===== src/rtl/cpu_pkg.sv =====
`default_nettype none
// ============================================================================
// Module : cpu_pkg
// Brief  : Shared CPU constants and pipeline shadow-stage types.
// Rev    : 1.0 - initial release
// ============================================================================
package cpu_pkg;

    localparam int REG_IDX_W = 5;
    localparam logic [REG_IDX_W-1:0] REG_X0 = '0;

    // Destination-side view of an in-flight instruction.
    typedef struct packed {
        logic [REG_IDX_W-1:0] rd;
        logic                 wen;
        logic                 load;
    } prod_t;

    typedef struct packed {
        logic [REG_IDX_W-1:0] rs1;
        logic [REG_IDX_W-1:0] rs2;
        logic                 rs1_used;
        logic                 rs2_used;
        prod_t                dst;
    } ex_t;

    // True when a producer writes the register a consumer operand reads (x0 never matches).
    function automatic logic opnd_match(input logic                 used,
                                        input logic [REG_IDX_W-1:0] rs,
                                        input prod_t                p);
        return used & p.wen & (p.rd == rs) & (rs != REG_X0);
    endfunction

endpackage
`default_nettype wire


===== src/rtl/sat_cnt.sv =====
`default_nettype none
// ============================================================================
// Module : sat_cnt
// Brief  : Enabled up-counter that sticks at all-ones.
// Rev    : 1.0 - initial release
// ============================================================================
module sat_cnt #(
    parameter int CNT_W = 32
) (
    input  logic             i_clk,
    input  logic             i_rst_n,
    input  logic             i_en,
    output logic [CNT_W-1:0] o_cnt
);

    localparam logic [CNT_W-1:0] c_one = {{(CNT_W-1){1'b0}}, 1'b1};

    logic [CNT_W-1:0] r_cnt;

    always_ff @(posedge i_clk or negedge i_rst_n) begin
        if (!i_rst_n) begin
            r_cnt <= '0;
        end else if (i_en && (r_cnt != '1)) begin
            r_cnt <= r_cnt + c_one;
        end
    end

    assign o_cnt = r_cnt;

endmodule
`default_nettype wire


===== src/rtl/hazard_ctrl.sv =====
`default_nettype none
// ============================================================================
// Module : hazard_ctrl
// Brief  : Pipeline hazard unit - forwarding select, load-use stall, flush
//          bubble and memory-busy freeze, with stall-cycle counters.
// Rev    : 1.0 - initial release
// ============================================================================
module hazard_ctrl
    import cpu_pkg::*;
#(
    parameter int CNT_W = 32
) (
    input  logic                 i_clk,
    input  logic                 i_rst_n,
    input  logic [REG_IDX_W-1:0] i_id_rs1,
    input  logic [REG_IDX_W-1:0] i_id_rs2,
    input  logic                 i_id_rs1_used,
    input  logic                 i_id_rs2_used,
    input  logic [REG_IDX_W-1:0] i_id_rd,
    input  logic                 i_id_reg_wen,
    input  logic                 i_id_load,
    input  logic                 i_flush,
    input  logic                 i_mem_busy,
    output logic                 o_stall,
    output logic                 o_bubble_idex,
    output logic                 o_frwd_alu_op1,
    output logic                 o_frwd_alu_op2,
    output logic                 o_frwd_mem_alu_op1,
    output logic                 o_frwd_mem_alu_op2,
    output logic                 o_frwd_mem_op1,
    output logic                 o_frwd_mem_op2,
    output logic [CNT_W-1:0]     o_lu_stall_cnt,
    output logic [CNT_W-1:0]     o_mem_stall_cnt
);

    ex_t   r_ex;
    prod_t r_mem;
    prod_t r_wb;

    ex_t   w_id;
    logic  w_lu_hazard;
    logic  w_lu_stall;
    logic  w_mem_m1, w_mem_m2, w_wb_m1, w_wb_m2;

    assign w_id = '{rs1: i_id_rs1, rs2: i_id_rs2,
                    rs1_used: i_id_rs1_used, rs2_used: i_id_rs2_used,
                    dst: '{rd: i_id_rd, wen: i_id_reg_wen, load: i_id_load}};

    // A load in EX cannot supply its data in time for a dependent op in ID.
    assign w_lu_hazard = r_ex.dst.load &
                         (opnd_match(i_id_rs1_used, i_id_rs1, r_ex.dst) |
                          opnd_match(i_id_rs2_used, i_id_rs2, r_ex.dst));

    always_comb begin
        o_stall       = 1'b0;
        o_bubble_idex = 1'b0;
        w_lu_stall    = 1'b0;
        if (i_mem_busy) begin
            o_stall = 1'b1;
        end else if (i_flush && i_rst_n) begin
            o_bubble_idex = 1'b1;
        end else if (w_lu_hazard) begin
            o_stall       = 1'b1;
            o_bubble_idex = 1'b1;
            w_lu_stall    = 1'b1;
        end
    end

    always_ff @(posedge i_clk or negedge i_rst_n) begin
        if (!i_rst_n) begin
            r_ex  <= '0;
            r_mem <= '0;
            r_wb  <= '0;
        end else if (!i_mem_busy) begin
            r_wb  <= r_mem;
            r_mem <= r_ex.dst;
            r_ex  <= o_bubble_idex ? '0 : w_id;
        end
    end

    // A loaded value still in MEM is not a valid source, so WB is considered instead.
    assign w_mem_m1 = opnd_match(r_ex.rs1_used, r_ex.rs1, r_mem) & ~r_mem.load;
    assign w_mem_m2 = opnd_match(r_ex.rs2_used, r_ex.rs2, r_mem) & ~r_mem.load;
    assign w_wb_m1  = opnd_match(r_ex.rs1_used, r_ex.rs1, r_wb);
    assign w_wb_m2  = opnd_match(r_ex.rs2_used, r_ex.rs2, r_wb);

    assign o_frwd_alu_op1     = w_mem_m1;
    assign o_frwd_alu_op2     = w_mem_m2;
    assign o_frwd_mem_op1     = ~w_mem_m1 & w_wb_m1 &  r_wb.load;
    assign o_frwd_mem_op2     = ~w_mem_m2 & w_wb_m2 &  r_wb.load;
    assign o_frwd_mem_alu_op1 = ~w_mem_m1 & w_wb_m1 & ~r_wb.load;
    assign o_frwd_mem_alu_op2 = ~w_mem_m2 & w_wb_m2 & ~r_wb.load;

    sat_cnt #(.CNT_W(CNT_W)) u_lu_cnt (
        .i_clk   (i_clk),
        .i_rst_n (i_rst_n),
        .i_en    (w_lu_stall),
        .o_cnt   (o_lu_stall_cnt)
    );

    sat_cnt #(.CNT_W(CNT_W)) u_mem_cnt (
        .i_clk   (i_clk),
        .i_rst_n (i_rst_n),
        .i_en    (i_mem_busy),
        .o_cnt   (o_mem_stall_cnt)
    );

endmodule
`default_nettype wire


===== config.mk =====
export PLATFORM = sky130hd
export DESIGN_NAME = hazard_ctrl
export DESIGN_NICKNAME = d
export VERILOG_FILES = /design/src/rtl/cpu_pkg.sv /design/src/rtl/sat_cnt.sv /design/src/rtl/hazard_ctrl.sv
export SDC_FILE = /design/constraint.sdc
export NUM_CORES = 1
export LEC_CHECK = 0
export ABC_CLOCK_PERIOD_IN_PS = 3500
export CORE_MARGIN = 2
export CORE_UTILIZATION = 52
export DETAILED_ROUTE_END_ITERATION = 8
export PLACE_DENSITY_LB_ADDON = 0.15
export SETUP_SLACK_MARGIN = 0.02
export SLEW_MARGIN = 20
export SYNTH_ARGS = -nofsm -noshare
export SYNTH_HDL_FRONTEND = slang
export SYNTH_HIERARCHICAL = 1
export SYNTH_SLANG_ARGS = --single-unit

===== constraint.sdc =====
create_clock -name i_clk -period 3.5 [get_ports i_clk]
set_input_delay 0.875 -clock i_clk [delete_from_list [all_inputs] [get_ports i_clk]]
set_output_delay 0.875 -clock i_clk [all_outputs]
set_load 0.05 [all_outputs]

==> flow_metrics.py <==
metrics = {
    "placed_design": {
        "place_hpwl_mm": 8.24,
        "placed_area_sq_um": 6120,
        "io_buffer_count": 94,
        "pre_cts_slack_ns": -0.0180,
        "finalWeightedCongestion": 0.880,
    },
    "clock_tree": {
        "cts_tree": "yes",
        "cts_buffers": 9,
        "htree_num_levels": 3,
        "max-clock-path-buffers": 2,
        "cts.clk_slew.worst_paths_ns": 0.10,
        "clock-sinks": 97,
        "cts_hold_buf": 0,
        "worstSkewPairLatency_ns": 0.35,
        "cts.root.buffer_cell": "clkbuf_8",
        "cts_setup_buffers": 0,
    },
    "power": {
        "p_comb_frac": 0.209,
        "ir_drop_mv": 0.376,
        "power_switching_share": 0.309,
        "powerDensity_nw_per_um2": 422,
        "intPower_mw": 1.85,
        "power_frac_seq": 0.501,
        "leakagePower_nw": 2.58,
        "clkPwrFrac": 0.290,
        "switching_power_uw": 826,
    },
    "sta": {
        "fin_crit_ns": 3.37,
        "max-slew-margin-rel": 0.374,
        "fin_ws_ns": 0.135,
        "tns_ns": 0,
        "setup_violations": 0,
        "finalMaxSlewViolations": 0,
        "rsz0062_at_grt": "false",
        "fin_crit_sh": 0.962,
        "hold_viol": 0,
        "max_freq_mhz": 297,
        "worst_pin_slew_ns": 0.939,
        "fin_skew_ns": 0.0137,
    },
    "worst_setup_path": {
        "worstSetupStartpointType": "input port",
        "rr_startpoint": "r_ex[2]",
        "cp.arrival_ns": 2.49,
        "path_cells": "clkdlybuf4s50_1 > xor2_1 > nor3_1 > a31oi_2 > a21oi_1 > buf_12",
        "crit_slowest_cell": "clkdlybuf4s50_1",
        "setup.worst_path.end_class": "output pin",
        "path_max_fanout": 3,
        "path_class": "in -> out",
        "reg2reg_depth": 10,
        "max_stage_delay_ns": 0.49,
        "worstPathRequired_ns": 2.62,
        "worstSetupStartpoint": "i_id_rs1[2]",
    },
    "die": {
        "num_io_pins": 95,
        "dieArea_sq_um": 10300,
        "row_count": 35,
        "core_sq_um": 9240,
        "fp.dieH_microns": 101,
        "initial_core_util": 0.534,
        "die_w_microns": 101,
    },
    "worst_hold_path": {
        "min_from": "u_lu_cnt/o_cnt[21]",
        "min-delay-path-class": "reg -> reg",
        "min_path_cells": 1,
    },
    "global_route": {
        "grt_overflow": 0,
        "grtUsageTotal": 0.232,
        "grt_pass1_vias": 3766,
        "grt_antenna_before_repair": 0,
        "grt_max_degree": 58,
        "grt_pass1_wl_mm": 18.8,
    },
    "synthesis": {
        "syn_inst": 442,
        "yosysTopAreaCell": "dfrtp_1",
        "ys_warn_count": 6,
        "synthDistinctLibCells": 42,
        "synth_area_per_cell_sq_um": 11.2,
        "synth_top_area_frac": 0.492,
        "async_reset_ff_frac": 1.00,
        "synth.area.top_cells": "dfrtp_1 49%, xnor2_1 12%, nand4_1 4.3%",
        "synth_edf_count": 0,
        "synth-seq-cells": 97,
        "synth_nets": 467,
        "synth_ff_type": "dfrtp_1",
        "synth.yosys.seq_area_share": 0.492,
        "synth_area_sq_um": 4930,
    },
    "final_layout": {
        "drive_gt1_frac": 0.154,
        "nFillCells": 693,
        "design_area_sq_um": 6340,
        "register_area_sq_um": 2430,
        "multi_input_area_sq_um": 2460,
        "syn2layout_area_growth_pct": 28.6,
        "final_util": 0.687,
        "fin_nets": 574,
        "diodes": 0,
    },
    "job": {
        "max-cap-violations": 0,
    },
    "status": {
        "status": "completed",
    },
    "route": {
        "vias": 3894,
        "ant_nets": 0,
        "wirelength_mm": 11.4,
        "viasPerCell": 5.71,
        "drc_errors": 0,
        "firstDrtPassIters": 5,
        "drtIter0Drc": 186,
        "wire_per_inst_microns": 16.7,
    },
}
-- final cells by class --
type / instances / area share
Timing Repair Buffer: 105 / 0.168
Clock inverter: 5 / 0.0124
Sequential cell: 97 / 0.383
Clock buffer: 10 / 0.0201
Inverter: 4 / 0.00237
Multi-Input combinational cell: 332 / 0.389
Tap cell: 129 / 0.0254
-- registers in the layout (all words and copies together), names as in the netlist --
signal           count
r_ex                19
r_wb                 7
u_mem_cnt/o_cnt     32
u_lu_cnt/o_cnt      32
r_mem                7
-- layer usage --
metal | vias up | GRT usage | routed length, microns
met2 | 138 | 0.357 | 5290
li1 | 1832 | - | -
met3 | 12 | 0.0359 | 632
met5 | - | 0 | 0
met4 | 0 | 0.0738 | 140
met1 | 1912 | 0.339 | 5310
-- Yosys cell counts, types with 5 or more instances --
library cell	instances
dfrtp_1	97
xnor2_1	66
nand2_1	34
nand4_1	34
nand3_1	33
nor2_1	23
xor2_1	20
mux2_2	16
a22o_2	10
nor3_1	10
nor4_1	10
a22o_1	9
and4_1	8
a21oi_1	6
clkbuf_1	5
-- worst paths after layout --
kind	slack, ns	endpoint
worst min register to register	0.52	u_lu_cnt/o_cnt[21]
max in group asynchronous	1.79	r_wb[3]
min in group asynchronous	0.59	r_wb[4]
worst min-delay path	0.52	u_lu_cnt/o_cnt[21]
worst max register to register	0.80	u_lu_cnt/o_cnt[15]
worst max-delay path	0.13	o_bubble_idex
-- power by group through the flow --
stage               logic [mW]  registers (mW)  clock network, mW
finish                   0.560            1.34              0.775
global route             0.602            1.35              0.835
CTS                      0.562            1.34              0.793
detailed placement       0.560            1.36                  0
global placement         0.551            1.35                  0
floorplan                0.226            1.47                  0
-- cells by family after synthesis --
group	share of synthesized area
buf+inv	0.0145
mux	0.0411
compound gates	0.0713
simple gates	0.223
xor+xnor	0.153
fa+ha+maj	0.00507
flops	0.492
-- placed cells by master, fill, tap and decap left out, drive strengths merged, types with 3 or more instances in the layout --
cell / instances
nand3: 35
or4: 7
xor2: 20
clkdlybuf4s50: 87
nor2: 23
and3: 4
a22o: 19
mux2: 18
dfrtp: 97
buf: 18
and4: 8
inv: 5
a21oi: 6
nand4: 36
a31oi: 3
nand2: 36
clkbuf: 10
o211ai: 4
nor3: 14
nor4: 14
xnor2: 66
-- repair_timing --
item                                    in CTS  in global routing
resized for setup                            1                  3
endpoints found under the setup margin       2                  2
hold endpoints to repair                     0                  0
-- worst max-delay path, delay by kind of cell --
family | cells | cell delay (ns)
AO/OA/AOI/OAI | 2 | 0.46
AND/OR/NAND/NOR | 1 | 0.30
XOR/XNOR | 1 | 0.18
buffers and inverters | 2 | 0.67
-- stage by stage --
stage | power [mW] | hold slack [ns] | instances
after floorplan | 1.69 | 0.477 | 442
after global placement | 1.90 | 0.490 | 667
after detailed placement | 1.92 | 0.506 | 667
after CTS | 2.69 | 0.520 | 682
after global routing | 2.79 | 0.535 | 682
final | 2.67 | 0.515 | 682
Note: power is estimated with default switching activity, not from simulation.
